File: config.mk
export PLATFORM = sky130hd
export DESIGN_NAME = keypad_scan_ctrl
export DESIGN_NICKNAME = d
export VERILOG_FILES = /design/src/rtl/keypad_pkg.sv /design/src/rtl/keypad_debounce.sv /design/src/rtl/keypad_scan_ctrl.sv
export SDC_FILE = /design/constraint.sdc
export NUM_CORES = 1
export LEC_CHECK = 0
export CAP_MARGIN = 40
export CORE_UTILIZATION = 58
export CTS_BUF_LIST = sky130_fd_sc_hd__clkbuf_16
export CTS_CLUSTER_DIAMETER = 60
export DETAILED_ROUTE_END_ITERATION = 8
export GPL_ROUTABILITY_DRIVEN = 0
export PLACE_DENSITY = 0.79
export SYNTH_ARGS = -nofsm -noshare
export SYNTH_HDL_FRONTEND = slang
export SYNTH_SLANG_ARGS = --single-unit
File: constraint.sdc
create_clock -name CLK -period 3.25 [get_ports CLK]
set_clock_uncertainty 0.05 [all_clocks]
set_input_delay 0.8125 -clock CLK [delete_from_list [all_inputs] [get_ports CLK]]
set_output_delay 0.8125 -clock CLK [all_outputs]
set_load 0.005 [all_outputs]
File: src/rtl/keypad_pkg.sv
// Shared types and helpers for the 4x3 matrix keypad scanner.
// Key code encoding follows the seven-segment key decoder: 0-9, 10 = '*', 11 = '#'.
package keypad_pkg;

  localparam logic [3:0] KEY_NONE = 4'hF;

  typedef enum logic [1:0] {
    SETTLE,
    SAMPLE,
    EVAL
  } state_t;

  // Returns KEY_NONE when rows is not exactly one-hot or col is out of range.
  function automatic logic [3:0] key_code(input logic [1:0] col, input logic [3:0] rows);
    logic [1:0] row;
    logic       one_hot;
    logic [3:0] code;
    row     = 2'd0;
    one_hot = 1'b1;
    code    = KEY_NONE;
    case (rows)
      4'b0001: row = 2'd0;
      4'b0010: row = 2'd1;
      4'b0100: row = 2'd2;
      4'b1000: row = 2'd3;
      default: one_hot = 1'b0;
    endcase
    if (one_hot && (col != 2'd3)) begin
      if (row == 2'd3) begin
        case (col)
          2'd0:    code = 4'd10;
          2'd1:    code = 4'd0;
          default: code = 4'd11;
        endcase
      end else begin
        code = 4'(row) * 4'd3 + 4'(col) + 4'd1;
      end
    end
    return code;
  endfunction

endpackage

File: src/rtl/keypad_debounce.sv
// Debounce filter applied once per full scan: a code must repeat for
// DEBOUNCE_SCANS consecutive scans before it replaces the reported key.
module keypad_debounce
  import keypad_pkg::*;
#(
  parameter int DEBOUNCE_SCANS = 4
) (
  input  logic       clk,
  input  logic       rst,
  input  logic [3:0] scan_code,
  input  logic       eval,
  output logic [3:0] key_val,
  output logic       key_valid,
  output logic       press
);

  localparam int CW = $clog2(DEBOUNCE_SCANS + 1);
  localparam logic [CW-1:0] CNT_MAX = CW'(DEBOUNCE_SCANS);

  logic [3:0]    prev_q, prev_d;
  logic [CW-1:0] cnt_q, cnt_d;
  logic [3:0]    key_val_q, key_val_d;
  logic          key_valid_q, key_valid_d;
  logic          press_q, press_d;
  logic          accept;

  always_comb begin
    prev_d      = prev_q;
    cnt_d       = cnt_q;
    key_val_d   = key_val_q;
    key_valid_d = key_valid_q;
    press_d     = 1'b0;
    accept      = 1'b0;
    if (eval) begin
      if (scan_code == prev_q) begin
        if (cnt_q != CNT_MAX) begin
          cnt_d = cnt_q + CW'(1);
        end
      end else begin
        prev_d = scan_code;
        cnt_d  = CW'(1);
      end
      // A held key keeps the count saturated but matches key_val, so it never re-fires.
      accept = (cnt_d == CNT_MAX) && (prev_d != key_val_q);
      if (accept) begin
        key_val_d   = prev_d;
        key_valid_d = (prev_d != KEY_NONE);
        press_d     = (prev_d != KEY_NONE);
      end
    end
  end

  always_ff @(posedge clk) begin
    if (rst) begin
      prev_q      <= KEY_NONE;
      cnt_q       <= '0;
      key_val_q   <= KEY_NONE;
      key_valid_q <= 1'b0;
      press_q     <= 1'b0;
    end else begin
      prev_q      <= prev_d;
      cnt_q       <= cnt_d;
      key_val_q   <= key_val_d;
      key_valid_q <= key_valid_d;
      press_q     <= press_d;
    end
  end

  assign key_val   = key_val_q;
  assign key_valid = key_valid_q;
  assign press     = press_q;

endmodule

File: src/rtl/keypad_scan_ctrl.sv
// Column-scanning controller for a 4-row x 3-column keypad. Drives one column
// at a time, folds the sampled rows into a per-scan key code and debounces it.
module keypad_scan_ctrl
  import keypad_pkg::*;
#(
  parameter int SCAN_CYCLES    = 1000,
  parameter int DEBOUNCE_SCANS = 4
) (
  input  logic       CLK,
  input  logic       RST,
  input  logic [3:0] ROWS,
  output logic [2:0] COLS,
  output logic [3:0] KEY_VAL,
  output logic       KEY_VALID,
  output logic       PRESS
);

  localparam int SW = (SCAN_CYCLES > 1) ? $clog2(SCAN_CYCLES) : 1;
  localparam logic [SW-1:0] SETTLE_LAST = SW'(SCAN_CYCLES - 1);

  state_t        state_q, state_d;
  logic [1:0]    col_idx_q, col_idx_d;
  logic [SW-1:0] settle_cnt_q, settle_cnt_d;
  logic [2:0]    cols_q, cols_d;
  logic [3:0]    acc_q, acc_d;
  logic          conflict_q, conflict_d;
  logic [3:0]    col_code;

  assign col_code = key_code(col_idx_q, ROWS);

  always_comb begin
    state_d      = state_q;
    col_idx_d    = col_idx_q;
    settle_cnt_d = settle_cnt_q;
    cols_d       = cols_q;
    acc_d        = acc_q;
    conflict_d   = conflict_q;
    case (state_q)
      SETTLE: begin
        if (settle_cnt_q == SETTLE_LAST) begin
          settle_cnt_d = '0;
          state_d      = SAMPLE;
        end else begin
          settle_cnt_d = settle_cnt_q + SW'(1);
        end
      end
      SAMPLE: begin
        // Multi-row in a column or keys in two columns poisons the whole scan.
        if (ROWS != 4'b0000) begin
          if ((col_code == KEY_NONE) || (acc_q != KEY_NONE) || conflict_q) begin
            acc_d      = KEY_NONE;
            conflict_d = 1'b1;
          end else begin
            acc_d = col_code;
          end
        end
        if (col_idx_q < 2'd2) begin
          col_idx_d = col_idx_q + 2'd1;
          cols_d    = {cols_q[1:0], 1'b0};
          state_d   = SETTLE;
        end else begin
          state_d = EVAL;
        end
      end
      EVAL: begin
        col_idx_d  = 2'd0;
        cols_d     = 3'b001;
        acc_d      = KEY_NONE;
        conflict_d = 1'b0;
        state_d    = SETTLE;
      end
      default: begin
        state_d = SETTLE;
      end
    endcase
  end

  always_ff @(posedge CLK) begin
    if (RST) begin
      state_q      <= SETTLE;
      col_idx_q    <= 2'd0;
      settle_cnt_q <= '0;
      cols_q       <= 3'b001;
      acc_q        <= KEY_NONE;
      conflict_q   <= 1'b0;
    end else begin
      state_q      <= state_d;
      col_idx_q    <= col_idx_d;
      settle_cnt_q <= settle_cnt_d;
      cols_q       <= cols_d;
      acc_q        <= acc_d;
      conflict_q   <= conflict_d;
    end
  end

  assign COLS = cols_q;

  keypad_debounce #(
    .DEBOUNCE_SCANS(DEBOUNCE_SCANS)
  ) u_debounce (
    .clk      (CLK),
    .rst      (RST),
    .scan_code(acc_q),
    .eval     (state_q == EVAL),
    .key_val  (KEY_VAL),
    .key_valid(KEY_VALID),
    .press    (PRESS)
  );

endmodule

Word-level counts from Yosys, hierarchy flattened
Cells that the tools add are included.
{ "classes": {"n_addsub": 5, "multipliers": 1, "div": 0, "order_cmp": 1, "eq_ne": 21, "n_shift": 0, "muxes": 24, "n_bitwise": 2, "n_reduce_logical": 14} }
{ "ops": {"columns": ["op", "count"], "rows": [
  ["2-to-1 mux 4 bit", 6],
  ["case mux 4 bit (2 select lines)", 2],
  ["2-to-1 mux 3 bit", 4],
  ["adder 10 x 1 -> 10 bit, second input constant", 1],
  ["== test 10 bit, second input constant", 1],
  ["2-to-1 mux 10 bit", 1],
  ["!= test 2 bit, second input constant", 5],
  ["== test 4 bit, second input constant", 2],
  ["!= test 4 bit, second input constant", 2],
  ["case mux 2 bit (2 select lines)", 2],
  ["2-to-1 mux 2 bit", 3],
  ["case mux 2 bit (3 select lines)", 1],
  ["case mux 3 bit (2 select lines)", 1],
  ["AND reduction 2 bit", 3],
  ["adder 4 x 1 -> 4 bit, second input constant", 1],
  ["adder 4 x 2 -> 4 bit", 1],
  ["== test 2 x 1 -> 1 bit, second input constant", 2],
  ["== test 2 bit, second input constant", 2],
  ["== test 4 x 1 -> 1 bit, second input constant", 1],
  ["== test 4 x 2 -> 1 bit, second input constant", 1],
  ["== test 4 x 3 -> 1 bit, second input constant", 1],
  ["== test 4 bit", 1],
  ["logical NOT 2 bit", 2],
  ["multiplier 2 x 2 -> 4 bit, second input constant", 1],
  ["other kinds (16)", 21]
]} }
{ "totals": {"reg_bits": 35, "latch_bits": 0, "ramBits": 0, "rom_bits": 0, "in_bits": 6, "out_inout_bits": 9, "elab_cells": 79, "n_memories": 0} }

Logic depth before layout (Yosys ltp)
{ "logic_depth": {"depth_word": 13, "depth_mapped": 10, "ltp_nobuf": 10} }

By module
A second synthesis with hierarchy kept.
{ "hier_totals": {"cells_unflattened": 227, "hier_area_um2": 2023.2} }
{ "by_module_without_submodules": {"columns": ["module", "instances", "cells_per_inst", "area_per_inst_um2"], "rows": [
  ["keypad_scan_ctrl", 1, 157, 1353.8],
  ["keypad_debounce", 1, 70, 669.4]
]} }

Worst setup path before layout
No wires, ideal clock.
{ "synth_path": {"kind": "input-to-reg", "from": "in ROWS[3]", "to": "reg conflict_q", "setup_ns": 0.101, "t_arrival_ns": 2.859, "t_required_ns": 3.099, "path_slack_ns": 0.240, "path_stages": 10, "path_cell_list": "xnor2_1 -> nor3_1 -> inv_1 -> fa_1 -> inv_1 -> fa_1 -> xnor2_1 -> nand3b_1 -> o2111a_1 -> o41ai_1"} }
{ "synth_between": {"elab_chain_cells": 12} }
{ "synth_rtl": {"columns": ["element", "line_no", "source"], "rows": [
  ["start: declaration", "keypad_scan_ctrl.sv:11", "input logic [3:0] ROWS,"],
  ["== test 4 bit (tied with other cells)", "keypad_pkg.sv:21", "case (rows)"],
  ["case mux 2 bit (3 select lines)", "keypad_pkg.sv:21", null],
  ["multiplier 2 x 2 -> 4 bit", "keypad_pkg.sv:36", "code = 4'(row) * 4'd3 + 4'(col) + 4'd1;"],
  ["adder 4 x 2 -> 4 bit", "keypad_pkg.sv:36", null],
  ["adder 4 x 1 -> 4 bit", "keypad_pkg.sv:36", null],
  ["2-to-1 mux 4 bit", "keypad_pkg.sv:29", "if (row == 2'd3) begin"],
  ["2-to-1 mux 4 bit", "keypad_pkg.sv:28", "if (one_hot && (col != 2'd3)) begin"],
  ["== test 4 bit", "keypad_scan_ctrl.sv:50", "if ((col_code == KEY_NONE) || (acc_q != KEY_NONE) || conflict_q) begin"],
  ["logical OR 1 bit (2 in a row)", "keypad_scan_ctrl.sv:50", null],
  ["!= test 2 bit (no line)", null, null],
  ["AND reduction 3 bit (no line) *", null, null],
  ["end signal: assignment", "keypad_scan_ctrl.sv:92", "conflict_q <= conflict_d;"],
  ["end: declaration", "keypad_scan_ctrl.sv:26", "logic conflict_q, conflict_d;"]
]} }
Every way passes the cells marked *; elsewhere a longest branch is shown, timed or not.
A chain may end at the register's enable or synchronous reset.

Final worst setup path
Same ends and word-level chain as after synthesis.

==> impl_results.md <==
- CTS root buffer: clkbuf_16
- Simple-gate share of the synthesized area: 0.207
- Critical path arrival: 3190 ps
- Port bufs: 14
- Largest family of logic cells by synthesized area: simple AND/OR/NAND/NOR gates
- Hold path start: u_debounce.key_valid
- Pin count of the biggest net entering global routing: 32
- Filler cell count: 229
- Number of synthesized register bits: 35
- Reg clk slew, reported paths: 50 ps
- Max Transition Viols Final: 0
- Setup WS pre-CTS: -413 ps
- Sequential share of the synthesized area: 0.354
- Die Y: between 60 and 70 um
- Crit path max-delay cell type: fa_1
- Die Wd: 60.4 um
- CTS sink cnt: 35
- Worst path max stage delay: approximately 470 ps
- Xor/xnor share of the synthesized area: 0.0884
- Die Area: between 3000 and 4000 sq um
- Peak supply drop: 0.307 mV
- Count leader, synth: dfxtp_1
- Detailed-placement wirelength estimate: roughly 2800 um
- Compound-Gate Fraction of Synth Area: 0.140
- Vias: around 1.6k
- Setup Viol. Count Final: 0
- Number of global-route vias before repair: 1,491
- Ys Warns: 0
- Mux contribution to synthesized area: 0.0505
- Critical Path Fanout Max: 3
- Static Leakage: approximately 1 nW
- Worst path cell trace: dlygate4sd2_1, xnor2_2, nor3_2, inv_1, fa_1, inv_1, fa_1, xnor2_1, nand3b_1, o2111a_1, o41ai_2
- Syn nets: around 240
- Antenna diodes: 0
- Pre-antenna DRT Iters: 6
- Row count: 20
- Hold Path Class: reg -> reg
- CP required: 3380 ps
- Final hold viol count: 0
- Main synth FF type: dfxtp_1
- PD cells: about 440 nW/um^2
- IO Count: 15
- Layout area overhead: 19.3%
- Tot GR Track Use: 0.243
- Placed cell areas: between 2000 and 2500 sq um
- Tmin final: 3060 ps
- Starting DRT DRC Count: between 70 and 80
- Max_cap viols: 0
- Core region area: roughly 3200 sq um
- First-pass GRT wire length: approximately 6500 um
- Hold buffer count at cts: 0
- Actual slew at the worst max-slew pin: between 500 and 600 ps
- Setup TNS: 0 ps
- Post-synth cell types: 49
- Adder-Cell Fraction of Synth Area: 0.109
- Final Cell Area: about 2400 sq um
- Commonest cells in the netlist: dfxtp_1 (35), nor2_1 (32), ha_1 (14), inv_1 (14), xnor2_1 (11)
- CP Class: in -> reg
- Total gr overflow: 0
- Syn Inst Count: about 220
- Status: complete, no violations
- Post-synth top area cell: dfxtp_1
- DR WL/cell: between 10 and 15 um
- Vias/cell: roughly 5.6
- EDFF count, synth: 0
- Mapped Area: just under 2000 sq um
- Worst rel slew slack: 0.628
- Skew-Pair Late Insertion Delay: approximately 280 ps
- Placed Cells: 273
- CTS H-tree depth: 2
- Avg Inst Size Synth: 9.13 sq um
- DR DRC count: 0
- TritonCTS clock tree: built
- Share of cells above drive strength 1: 0.0962
- Worst setup SP type: input pin
- Async set-reset flop share out of synthesis: 0
- Tcrit/Tclk final: 0.940
- Worst r2r src: col_idx_q[1]
- Final Instance Count excl. Fillers: around 280
- Worst Setup Slack, final: around 190 ps
- Total CTS buffers: 5
- Initial core utilization: 0.628
- CP endpoint kind: register
- Yosys top cell area share: 0.354
- Max Root-Sink Buffers: 2
- Detail Route Antenna Nets: 0
- F_max: between 300 and 400 MHz
- WL final: around 3900 um
- Worst Setup SP: ROWS[3]
- WHS: around 430 ps
- RSZ-0062 raised after global routing: no
- NumNets Final: 260
- Area contributors post-synth: dfxtp_1 (35%), ha_1 (8.8%), nor2_1 (6.1%)
- Initial antenna violation count: 0
==> worst max-delay path: cells and delay by family <==
| kind | cells | cell delay [ps] |
|---|---|---|
| xor+xnor | 2 | 300 |
| buf+inv | 3 | 410 |
| simple gates | 2 | 350 |
| compound gates | 2 | 430 |
| fa+ha+maj | 2 | 870 |
==> kinds of logic (layout without fill, tap and decap cells) <==
| kind of cell | Yosys count | in the layout |
|---|---|---|
| buf+inv | 24 | 46 |
| compound gates | 36 | 36 |
| flops | 35 | 35 |
| xor+xnor | 20 | 20 |
| mux | 10 | 10 |
| simple gates | 76 | 76 |
| fa+ha+maj | 16 | 16 |
==> per-layer routing <==
layer / GRT usage / wire (um)
met1: 0.263 / 1690
met2: 0.449 / 2000
met3: 0.0768 / 156
met4: 0.0779 / 48
met5: 0 / 0
==> power breakdown <==
| part | total, mW | switching (mW) | leakage [nW] | internal, mW |
|---|---|---|---|---|
| combinational | 0.135 | 0.0687 | 0.632 | 0.0659 |
| clock | 0.440 | 0.164 | 0.0701 | 0.275 |
| sequential | 0.462 | 0.0177 | 0.284 | 0.444 |
==> through the flow <==
step           power, mW   util
3_3_place_gp       0.591  0.693
6_report            1.04  0.749
2_1_floorplan      0.554      -
4_1_cts             1.04  0.742
5_1_grt             1.08  0.749
3_5_place_dp       0.597  0.693
==> state kept, by name, indices dropped and copies added, names as in the netlist <==
signal / count
COLS: 3
u_debounce.prev_q: 4
u_debounce.key_val: 4
settle_cnt_q: 10
col_idx_q: 2
acc_q: 4
conflict_q: 1
u_debounce.cnt_q: 3
u_debounce.key_valid: 1
state_q: 2
u_debounce.press: 1
==> path summary, 6_finish.rpt <==
path | endpoint | slack [ps] | cells past startpoint
max reg2reg | conflict_q | 800 | 8
max | conflict_q | 190 | 11
min reg2reg | u_debounce.key_valid | 430 | 2
min | u_debounce.key_valid | 430 | 2
==> area by class of cell <==
cell class              instances  area, sq um  area share
multi-input cells             158         1200       0.508
flip-flops and latches         35          701       0.297
repair buffers                 24          218      0.0922
clock buffers                   5          125      0.0530
well taps                      44         55.1      0.0233
inverters                      14         52.6      0.0222
clock inverters                 3         11.3     0.00477
==> what timing repair did <==
action                     4_1_cts  5_1_grt
resized for setup                4        4
setup endpoints to repair        1        2
buffers inserted                 1        1
pin swaps                        2        1
gates cloned                     0        0
==> cells in the final DEF, fill, tap and decap left out, types with 3 or more instances in the layout <==
cell             Yosys  layout
nand4_1              4       4
a22oi_1              4       4
nand2b_1             3       3
ha_1                14      14
mux2i_1             10      10
nor3_1               5       4
dfxtp_1             35      35
clkbuf_16            0       5
inv_1               14      15
a31oi_1              3       3
clkdlybuf4s50_1      0      10
nand2_1              5       5
buf_4                0      10
a21oi_1              6       6
nand3b_1             3       3
a211o_1              5       5
nor2b_1              7       7
o22a_1               3       3
xnor2_1             11      10
xor2_1               9       9
nor2_1              32      31
(Power assumes the default switching activity.)
==> variant 1, RTL diff (same settings) <==
Reset style: asynchronous (`RST` and `rst`), changed in 2 clocked blocks.
--- a/src/rtl/keypad_debounce.sv
+++ b/src/rtl/keypad_debounce.sv
@@ -52,3 +52,3 @@
 
-  always_ff @(posedge clk) begin
+  always_ff @(posedge clk or posedge rst) begin
     if (rst) begin
--- a/src/rtl/keypad_scan_ctrl.sv
+++ b/src/rtl/keypad_scan_ctrl.sv
@@ -77,3 +77,3 @@
 
-  always_ff @(posedge CLK) begin
+  always_ff @(posedge CLK or posedge RST) begin
     if (RST) begin
Function: same outputs for any inputs over 10 cycles, from zero or initial values and one cycle with RST high; that may be too few to reach the edited logic, so the function may still have changed.
==> variant 1 against the original RTL <==
  * Worst hold slack gained 0.041 ns
  * Cell area grew 3.7%
  * Sequential cell count is the same
  * First-iteration DRC count grew 32%
  * Area after synthesis grew 2.9%
  * Critical path depth shrank 2
  * Worst setup slack lost 0.071 ns
  * Routed wire length grew 8.2%
  * Highest routed layer unchanged
Power is not compared: it rests on default switching activity, and its combinational part moved more than twofold at a synthesized area within 25%.
==> variant 1: results (changes against the original RTL) <==
stage	metric	value	unit	change
synthesis	synthDistinctLibCells	46		was 49
critical_path	reg2reg_depth	7		was 8
critical_path	cp_slowest_stage_delay	0.55	ns	was 0.47 ns
routing	dr_total_vias	1526		was 1,593
global_routing	antenna_found_initial	0		unchanged
placement	hpwl	3.13	mm	was 2.79 mm
final_layout	drive_gt1_share	21.5	%	was 9.62%
global_routing	grt_max_degree	19		was 32
timing	hold_viol	0		unchanged
routing	drt_iter0_drc	95		was 72
job	cap_violations	0		unchanged
final_layout	regMostFlops	settle_cnt_q		unchanged
clock_tree	clockBufferDepth	2		unchanged
critical_path	path_max_fanout	3		unchanged
final_layout	fill_cells	273		was 229
routing	first_pass_iters	4		was 6
synthesis	synth_ff_type	dfrtp_1		was dfxtp_1
power_and_ir_drop	switchingPower	0.195	mW	
global_routing	grt_use_total	26.4	%	was 24.3%
routing	routedWlPerCell	15.9	um	was 13.8 um
synthesis	synthTopCellsByCount	dfrtp_1 (22), inv_1 (16), ha_1 (14)		was dfxtp_1 (35), nor2_1 (32), ha_1 (14), inv_1 (14), xnor2_1 (11)
synthesis	yosys-top-cells-area	dfrtp_1 (27%), dfstp_2 (17%), ha_1 (8.6%), mux2_2 (5.5%), xnor2_1 (5.2%)		was dfxtp_1 (35%), ha_1 (8.8%), nor2_1 (6.1%), mux2i_1 (5.1%), xnor2_1 (4.9%)
synthesis	ys_seq_area_share	43.8	%	was 35.4%
clock_tree	htreeDepth	2		unchanged
timing	finalSetupViolations	0		unchanged
run_status	status	complete, no violations		unchanged
critical_path	critPathSlowestCell	fa_2		was fa_1
synthesis	ys_warn_count	0		unchanged
timing	relSlewSlack	54.3	%	was 62.8%
placement	io_buffer_count	14		unchanged
final_layout	nets	240		was 260
synthesis	synthArstFlopShare	100	%	was 0%
global_routing	grt_pass1_vias	1589		was 1,491
clock_tree	path_clk_slew	0.05	ns	about the same
global_routing	grt_pass1_wl	6.96	mm	was 6.45 mm
hold_path	hold_depth	2		unchanged
synthesis	synth_nets	213		was 239
hold_path	hold_path_class	reg2reg		unchanged
critical_path	worst_ep_arrival_time	3.26	ns	was 3.19 ns
power_and_ir_drop	ir_drop	0.388	mV	
final_layout	num_antenna_cells	0		unchanged
clock_tree	clk_latency	0.28	ns	about the same
placement	place_area	0.00228	mm2	was 0.00219 mm2
## variant 1: changes by cell type after synthesis, moves of 6 or more
cell / unedited run / this run
dfrtp_1: 0 / 22
nor2_1: 32 / 13
mux2i_1: 10 / 4
dfstp_2: 0 / 13
dfxtp_1: 35 / 0
mux2_2: 0 / 10
## variant 1: power by group through the flow
stage / Combinational (mW) / Sequential, mW / Clock (mW)
global route: 0.0565 / 0.437 / 0.464
CTS: 0.0492 / 0.437 / 0.447
detailed placement: 0.0476 / 0.444 / 0
floorplan: 0.0242 / 0.444 / 0
finish: 0.0508 / 0.437 / 0.441
global placement: 0.0441 / 0.444 / 0
## variant 1: path summary, 6_finish.rpt
| kind | end | slack [ns] | start |
|---|---|---|---|
| min reg2reg | conflict_q | 0.47 | conflict_q |
| max | conflict_q | 0.12 | ROWS[0] |
| min in group asynchronous | settle_cnt_q[4] | 0.83 | RST |
| max in group asynchronous | u_debounce.prev_q[1] | 1.45 | RST |
| max reg2reg | conflict_q | 0.79 | col_idx_q[1] |
| min | conflict_q | 0.47 | conflict_q |
## variant 1: timing repair
item,4_1_cts,5_1_grt
endpoints found under the setup margin,1,1
buffers inserted,1,0
pin swaps,1,1
gates resized for setup,4,5
## variant 1: worst min-delay path, stage by stage, from the launching register on
cell and delay (ns):
dfrtp_1 0.36, nand2_1 0.07, o31ai_2 0.05
## variant 1: layout make-up
cell class | count | area [um2] | area share [%]
clock buffer | 5 | 125 | 5.11
clock inverter | 3 | 11.3 | 0.460
sequential | 35 | 892 | 36.4
tap | 46 | 57.6 | 2.35
inverter | 16 | 60.1 | 2.45
timing repair buffer | 23 | 208 | 8.48
multi-input combinational | 137 | 1100 | 44.7
## variant 1: through the flow
stage	setup slack (ns)	power, mW	instances
floorplan	0.281	0.468	191
global placement	-0.239	0.488	256
detailed placement	-0.366	0.491	256
CTS	0.0266	0.934	265
global route	0.000130	0.958	265
finish	0.123	0.929	265
## variant 1: metal layers
layer  wire, um  GRT usage, %
met4        122          15.6
met2       2150          44.1
met3        201          7.35
met5          0             0
met1       1740          30.2
## variant 1: kinds of logic after synthesis
family	Yosys count	synth area share [%]
muxes	14	7.49
and+or+nand+nor	55	15.1
buffers and inverters	19	3.56
xor gates and xnor gates	18	7.73
adders and majority gates	16	10.6
DFF	35	43.8
AOI/OAI and AO/OA	34	11.8
==> variant 2, RTL diff (same flow settings) <==
Made on the original files. The parameter `SCAN_CYCLES` goes from 1000 to 500.
--- a/src/rtl/keypad_scan_ctrl.sv
+++ b/src/rtl/keypad_scan_ctrl.sv
@@ -5,3 +5,3 @@
 #(
-  parameter int SCAN_CYCLES    = 1000,
+  parameter int SCAN_CYCLES    = 500,
   parameter int DEBOUNCE_SCANS = 4
Check against the original RTL: no difference found for any inputs over 10 cycles, from zero or initial values and one cycle with RST high; that may be too few to reach the edited logic, so the function may still have changed.
==> variant 2 against the original RTL <==
  * Worst setup slack improved by 0.0064 ns
  * Sequential cell count fell by 1
  * Worst hold slack got worse by 0.0077 ns
  * Synthesized cell count fell by 1.4%
  * Sequential share of layout area fell by 0.82 points
  * Routed wire length rose by 4.5%
  * Area after synthesis fell by 0.51%
  * Total power rose by 7.2%
  * Cell area fell by 0.11%
  * Cell count fell by 2.1%
  * Clock power rose by 19%
  * Largest power group is now the clock network
==> variant 2: results (changes against the original RTL) <==
stage	metric	value	unit	change
power_and_ir_drop	ir_drop	0.333	mV	was 0.307 mV
synthesis	synthDistinctLibCells	46		was 49
final_layout	fill_cells	228		was 229
power_and_ir_drop	switchingPower	0.256	mW	was 0.251 mW
routing	wl	4.07	mm	was 3.90 mm
routing	drt_iter0_drc	73		was 72
run_status	status	complete, no violations		unchanged
timing	timing.hold.ws	0.424	ns	was 0.432 ns
clock_tree	htreeDepth	2		unchanged
synthesis	synth_nets	236		was 239
timing	tightest_slew	0.571	ns	was 0.558 ns
final_layout	nets	254		was 260
routing	first_pass_iters	4		was 6
placement	hpwl	2.82	mm	was 2.79 mm
synthesis	ys_seq_area_share	34.5	%	was 35.4%
synthesis	synthTopCellsByCount	dfxtp_1 (34), nor2_1 (32), ha_1 (14)		was dfxtp_1 (35), nor2_1 (32), ha_1 (14), inv_1 (14), xnor2_1 (11)
power_and_ir_drop	leakagePower	0.921	nW	was 0.986 nW
synthesis	yosys-top-cells-area	dfxtp_1 (35%), ha_1 (8.9%), nor2_1 (6.1%), mux2i_1 (5.1%), xnor2_1 (4.4%)		was dfxtp_1 (35%), ha_1 (8.8%), nor2_1 (6.1%), mux2i_1 (5.1%), xnor2_1 (4.9%)
critical_path	worst_ep_arrival_time	3.18	ns	was 3.19 ns
global_routing	grt_pass1_wl	6.98	mm	was 6.45 mm
critical_path	crit_path_start	ROWS[1]		was ROWS[3]
synthesis	synthArstFlopShare	0	%	unchanged
routing	dr_total_vias	1560		was 1,593
final_layout	drive_gt1_share	12.0	%	was 9.62%
global_routing	grt_use_total	25.7	%	was 24.3%
==> variant 2: kinds of logic after synthesis <==
group | synth area share, %
compound gates | 13.4
xor+xnor | 8.00
fa+ha+maj | 10.9
buf+inv | 4.83
flops | 34.5
mux | 5.65
simple gates | 22.7
==> variant 2: power by group through the flow <==
stage | logic (mW) | registers, mW | clock network [mW]
floorplan | 0.0921 | 0.452 | 0
global placement | 0.124 | 0.456 | 0
detailed placement | 0.131 | 0.457 | 0
CTS | 0.135 | 0.449 | 0.520
global route | 0.154 | 0.451 | 0.544
finish | 0.138 | 0.449 | 0.523
==> variant 2: worst max-delay path: stages <==
cell and delay [ns]:
dlygate4sd2_1 0.26, buf_4 0.15, nor2_2 0.12, nand2_1 0.10, fa_1 0.52, inv_1 0.07
fa_1 0.52, nand3b_1 0.09, a211oi_2 0.25, nor4b_2 0.09, o41ai_2 0.20
==> variant 2: repair_timing <==
item                                    in CTS  in global routing
endpoints found under the setup margin       1                  1
hold buffers                                 0                  0
gates resized for setup                      8                  2
setup buffers                                0                  0
pin swaps                                    3                  2
==> variant 2: per-layer routing <==
metal | global-route usage, % | part of all wire [%] | wire [um]
met5 | 0 | 0 | 0
met2 | 46.6 | 52 | 2100
met4 | 6.64 | 1.1 | 45
met3 | 6.06 | 3.6 | 145
met1 | 29.9 | 44 | 1780
==> variant 2: worst paths after layout <==
kind,depth (start not counted),endpoint
worst max register to register,8,conflict_q
worst min-delay path,2,u_debounce.key_valid
worst max-delay path,11,conflict_q
worst min register to register,2,u_debounce.key_valid
==> variant 2: area by class of cell <==
| class | count | area, um2 | share of cell area [%] |
|---|---|---|---|
| Multi-Input combinational cell | 158 | 1230 | 52.1 |
| Sequential cell | 34 | 681 | 28.8 |
| Timing Repair Buffer | 21 | 188 | 7.95 |
| Clock buffer | 5 | 125 | 5.30 |
| Tap cell | 44 | 55.1 | 2.33 |
| Inverter | 12 | 45.0 | 1.91 |
| Clock inverter | 3 | 37.5 | 1.59 |
==> variant 2: metrics by stage <==
stage                     worst slack (ns)  total power, mW  instances  TNS (ns)  cell area, um2
after CTS                            0.108             1.10        277         0            2340
after global routing                0.0318             1.15        277         0            2360
after global placement              -0.207            0.580        269    -0.300            2170
after detailed placement            -0.324            0.588        269    -0.689            2170
after floorplan                      0.287            0.544        214         0            1970
final                                0.201             1.11        277         0            2360
